$ cat config.mk
export PLATFORM = sky130hd
export DESIGN_NAME = ot_score_encoder
export DESIGN_NICKNAME = d
export VERILOG_FILES = /design/src/rtl/ot_score_encoder.sv
export SDC_FILE = /design/constraint.sdc
export NUM_CORES = 1
export LEC_CHECK = 0
export BUFFER_PORTS_ARGS = -buffer_cell sky130_fd_sc_hd__buf_4
export CAP_MARGIN = 20
export CORE_AREA = 3 3 55 62
export CTS_CLUSTER_DIAMETER = 80
export DETAILED_ROUTE_END_ITERATION = 12
export DIE_AREA = 0 0 58 65
export PLACE_DENSITY = 0.63
export SLEW_MARGIN = 40
export SYNTH_ARGS = -nofsm -noshare
export SYNTH_HDL_FRONTEND = slang
export SYNTH_SLANG_ARGS = --single-unit
$ cat constraint.sdc
create_clock -name clk -period 6.1 [get_ports clk]
set_input_delay 1.525 -clock clk [delete_from_list [all_inputs] [get_ports clk]]
set_output_delay 1.525 -clock clk [all_outputs]
set_load 0.02 [all_outputs]
$ cat src/rtl/ot_score_encoder.sv
// Game-status encoder: keeps both scores and emits one-cycle 3-bit event
// codes (regulation win, overtime tie/advantage/win) for the overtime FSM.
module ot_score_encoder #(
    parameter int WIN_SCORE = 13,
    parameter int SCORE_W   = 5
) (
    input  logic               clk,
    input  logic               reset,
    input  logic               new_game,
    input  logic               p1_point,
    input  logic               p2_point,
    output logic [2:0]         intake,
    output logic [SCORE_W-1:0] p1_score,
    output logic [SCORE_W-1:0] p2_score,
    output logic               game_over,
    output logic [1:0]         winner,
    output logic               protocol_err
);

    typedef enum logic [2:0] {
        S_REG    = 3'd0,
        S_OT_NEU = 3'd1,
        S_OT_P1  = 3'd2,
        S_OT_P2  = 3'd3,
        S_DONE   = 3'd4
    } state_t;

    localparam logic [2:0] C_IDLE    = 3'b000;
    localparam logic [2:0] C_NEUTRAL = 3'b001;
    localparam logic [2:0] C_OT_P1   = 3'b010;
    localparam logic [2:0] C_OT_P2   = 3'b011;
    localparam logic [2:0] C_WIN_P1  = 3'b100;
    localparam logic [2:0] C_WIN_P2  = 3'b101;

    localparam logic [SCORE_W-1:0] SMAX   = '1;
    localparam logic [SCORE_W-1:0] TIE_SC = SCORE_W'(WIN_SCORE - 1);
    localparam logic [SCORE_W-1:0] WIN_SC = SCORE_W'(WIN_SCORE);

    state_t             state_q, state_d;
    logic [SCORE_W-1:0] p1_q, p1_d, p2_q, p2_d;
    logic [SCORE_W-1:0] p1_inc, p2_inc;
    logic [2:0]         intake_q, intake_d;
    logic               go_q, go_d;
    logic [1:0]         winner_q, winner_d;
    logic               perr_q, perr_d;

    // Saturating increments: a score parks at all-ones instead of wrapping.
    assign p1_inc = (p1_q == SMAX) ? p1_q : p1_q + SCORE_W'(1);
    assign p2_inc = (p2_q == SMAX) ? p2_q : p2_q + SCORE_W'(1);

    always_ff @(posedge clk or negedge reset) begin
        if (!reset) begin
            state_q  <= S_REG;
            p1_q     <= '0;
            p2_q     <= '0;
            intake_q <= C_IDLE;
            go_q     <= 1'b0;
            winner_q <= 2'b00;
            perr_q   <= 1'b0;
        end else begin
            state_q  <= state_d;
            p1_q     <= p1_d;
            p2_q     <= p2_d;
            intake_q <= intake_d;
            go_q     <= go_d;
            winner_q <= winner_d;
            perr_q   <= perr_d;
        end
    end

    // intake_d defaults to idle every cycle so no code is ever held.
    always_comb begin
        state_d  = state_q;
        p1_d     = p1_q;
        p2_d     = p2_q;
        intake_d = C_IDLE;
        go_d     = go_q;
        winner_d = winner_q;
        perr_d   = 1'b0;
        if (new_game) begin
            state_d  = S_REG;
            p1_d     = '0;
            p2_d     = '0;
            go_d     = 1'b0;
            winner_d = 2'b00;
        end else if (p1_point && p2_point) begin
            perr_d = 1'b1;
        end else if ((p1_point || p2_point) && state_q != S_DONE) begin
            p1_d = p1_point ? p1_inc : p1_q;
            p2_d = p2_point ? p2_inc : p2_q;
            case (state_q)
                S_REG: begin
                    if (p1_d == TIE_SC && p2_d == TIE_SC) begin
                        intake_d = C_NEUTRAL;
                        state_d  = S_OT_NEU;
                    end else if (p1_point && p1_d == WIN_SC) begin
                        intake_d = C_WIN_P1;
                        state_d  = S_DONE;
                        go_d     = 1'b1;
                        winner_d = 2'b01;
                    end else if (p2_point && p2_d == WIN_SC) begin
                        intake_d = C_WIN_P2;
                        state_d  = S_DONE;
                        go_d     = 1'b1;
                        winner_d = 2'b10;
                    end
                end
                S_OT_NEU: begin
                    intake_d = p1_point ? C_OT_P1 : C_OT_P2;
                    state_d  = p1_point ? S_OT_P1 : S_OT_P2;
                end
                S_OT_P1: begin
                    if (p1_point) begin
                        intake_d = C_OT_P1;
                        state_d  = S_DONE;
                        go_d     = 1'b1;
                        winner_d = 2'b01;
                    end else begin
                        intake_d = C_NEUTRAL;
                        state_d  = S_OT_NEU;
                    end
                end
                S_OT_P2: begin
                    if (p2_point) begin
                        intake_d = C_OT_P2;
                        state_d  = S_DONE;
                        go_d     = 1'b1;
                        winner_d = 2'b10;
                    end else begin
                        intake_d = C_NEUTRAL;
                        state_d  = S_OT_NEU;
                    end
                end
                default: ;
            endcase
        end
    end

    always_comb begin
        intake       = intake_q;
        p1_score     = p1_q;
        p2_score     = p2_q;
        game_over    = go_q;
        winner       = winner_q;
        protocol_err = perr_q;
    end

endmodule

==> metrics.txt <==
FMAX=349 MHz; clock tree buffer depth=2; total power=0.265 mW; status=completed; antenna violations before repair=0; unrepaired setup endpoints after global routing=no; vias in the first global route=1038; Worst path slowest cell=o32a_1; CTS tree=yes; R2R Path Start=p1_score[0]; crit path cell chain=buf_4, nand2_1, o32a_1, or2_1, a311o_1, a221oi_2; Mapped Nets=152; CTS Root Cell=clkbuf_4; Yosys warning count=0; Detail Placement HPWL=2.18 mm; Avg WL per Cell=roughly 15 um; row count=20; Die ar.=3770 um^2; Cell Pwr Density=between 150 and 200 nW/um^2; hold depth=2; Cell Area, Synth=1250 um^2; final slew viol count=0; ys flop type=dfrtp_1; Gate power share=between 10% and 20%; Worst Path Required=around 6.3 ns; Pleak=between 0.6 and 0.7 nW; Tot GR Track Use=16.3%; # Max-Cap Violations=0; Post-synth EDFFs=0; I/O pin cnt=22; Critical Path End=winner[0]; clk_skew=0.00424 ns; Avg Cell Area, Syn=between 8 and 9 um^2; Clock Latency Late Sink=0.30 ns; Worst Setup End Kind=register; critical path class=in2reg; share of cells above drive strength 1=a little under a fifth; Net Sw Frac=28.4%; Via density=6.07; origin of the worst setup path=p2_point; hold crit path type=reg2reg; detailed-route via count=1184; WP data arrival=roughly 3.1 ns; Worst-Margin Slew=0.603 ns; Async SR Flop Fraction=100%; min Tclk post-route=2.87 ns; Port Buf Inserts=21; RD Place Congestion=0.855; Initial Utilization=44.6%; first-pass GRT wire length=4.83 mm; Net Switching=0.0753 mW; Detailed Route WL=2.95 mm; cells on worst reg2reg path=6; worst reg2reg setup slack=3.73 ns; VDD IR max=slightly above 0.0001 V; core area=~2800 um^2; H-tree Lvls=1; hold buffers post-CTS=0; grt total ovfl=0; Mapped Cells=145; largest fanout on the critical path=16; Seq/Total Area, Yosys=40.1%; Final ANT Viol Nets=0; Final nets=170; total CTS buffers=3; Area growth, synth to finish=16.6%; drt first pass iters=4; Die Width=58 um; Initial DRC Count=50; clk slew on worst S/H paths=0.11 ns; RR Endpoint=winner[0]; Clk network pwr share=29.4%; flops & latches, synth=20; sequential share of power=53.6%; postcts setup bufs=0; Yosys cell types=between 40 and 50; Fill cells=278; CP peak stage delay=~0.39 ns; post-CTS sizing=0; period utilisation layout=a little under half; setup TNS=0 ns; Setup violations, final=0; crit start category=primary input; CTS sink cnt=20; largest net degree at the start of global routing=21; Cell Int Power=between 0.15 and 0.2 mW; Die Y=65 um; Hold Violations, Final=0; relative slew slack=59.8%; Antenna Cells=0; # DRC=0
worst min-delay path by stage:
stage,to,slack [ns],from
floorplan,state_q[1],0.60,state_q[1]
global placement,game_over,0.50,game_over
detailed placement,game_over,0.52,game_over
CTS,game_over,0.54,game_over
global route,game_over,0.55,game_over
finish,game_over,0.53,game_over
worst max-delay path: cells and delay by family:
kind	cells	cell delay (ns)
buf+inv	1	0.17
compound gates	3	1.00
simple gates	2	0.40
Yosys cell counts, types with 3 or more instances:
cell type | count | share of area [%]
and3_1 | 3 | 1.5
xor2_1 | 3 | 2.1
a31oi_1 | 7 | 3.5
clkbuf_1 | 7 | 2.1
nor3_1 | 3 | 1.2
a21oi_1 | 15 | 6.0
xnor2_1 | 3 | 2.1
o21ai_0 | 5 | 2.0
nand3_1 | 5 | 2.0
dfrtp_1 | 20 | 40
nand2b_1 | 6 | 3.0
nand2_1 | 9 | 2.7
nor2_1 | 13 | 3.9
inv_1 | 9 | 2.7
power by group through the flow:
stage	clock network, mW	registers (mW)	logic [mW]
after floorplan	0	0.146	0.0274
after global placement	0	0.145	0.0443
after detailed placement	0	0.145	0.0447
after CTS	0.0798	0.142	0.0449
after global routing	0.0852	0.143	0.0494
final	0.0780	0.142	0.0449
kinds of logic (layout without fill, tap and decap cells):
logic type,after synthesis,after routing,share of synthesized area (%)
adder cells (fa/ha/maj),2,2,2.00
multiplexers,3,3,2.61
buffers and inverters,17,34,5.21
AO/OA/AOI/OAI,44,44,23.5
AND/OR/NAND/NOR,53,53,22.3
XOR/XNOR,6,6,4.21
flip-flops,20,20,40.1
cell usage in the layout (no fill, tap or decap), types with 3 or more instances in the layout:
cell,count
xor2_1,3
nor2_1,13
a21oi_1,14
nor3_1,3
and3_1,3
inv_1,9
nand2b_1,6
clkbuf_4,3
buf_4,21
nand3_1,5
xnor2_1,3
o21ai_0,5
nand2_1,9
dfrtp_1,20
a31oi_1,7
metal layers:
metal  GRT usage [%]  share of wire, %  wire length (um)
met1            21.8                46              1360
met2            25.7                47              1380
met3            2.39               4.9               145
met4            7.54               2.5                73
met5               0                 0                 0
stage by stage:
stage          utilization, %  hold WS, ns  std cells  area, um^2  worst slack, ns
6_report                 52.0        0.532        195        1460             3.23
3_3_place_gp             50.5        0.504        191        1420             2.93
5_1_grt                  52.0        0.551        195        1460             3.14
4_1_cts                  51.8        0.539        195        1450             3.17
2_1_floorplan               -        0.600        145        1250             3.26
3_5_place_dp             50.5        0.522        191        1420             2.83
area by class of cell:
cell class              count  area (um^2)  share of cell area [%]
clock buffers               4         36.3                    2.49
inverters                   9         33.8                    2.32
multi-input cells         108          687                    47.2
flip-flops and latches     20          500                    34.4
well taps                  33         41.3                    2.84
repair buffers             21          158                    10.8
state kept, by name (all words and copies together) (netlist names):
register,count
game_over,1
winner,2
state_q,3
protocol_err,1
p1_score,5
p2_score,5
intake,3
No activity file was read; power rests on OpenSTA's default activity.
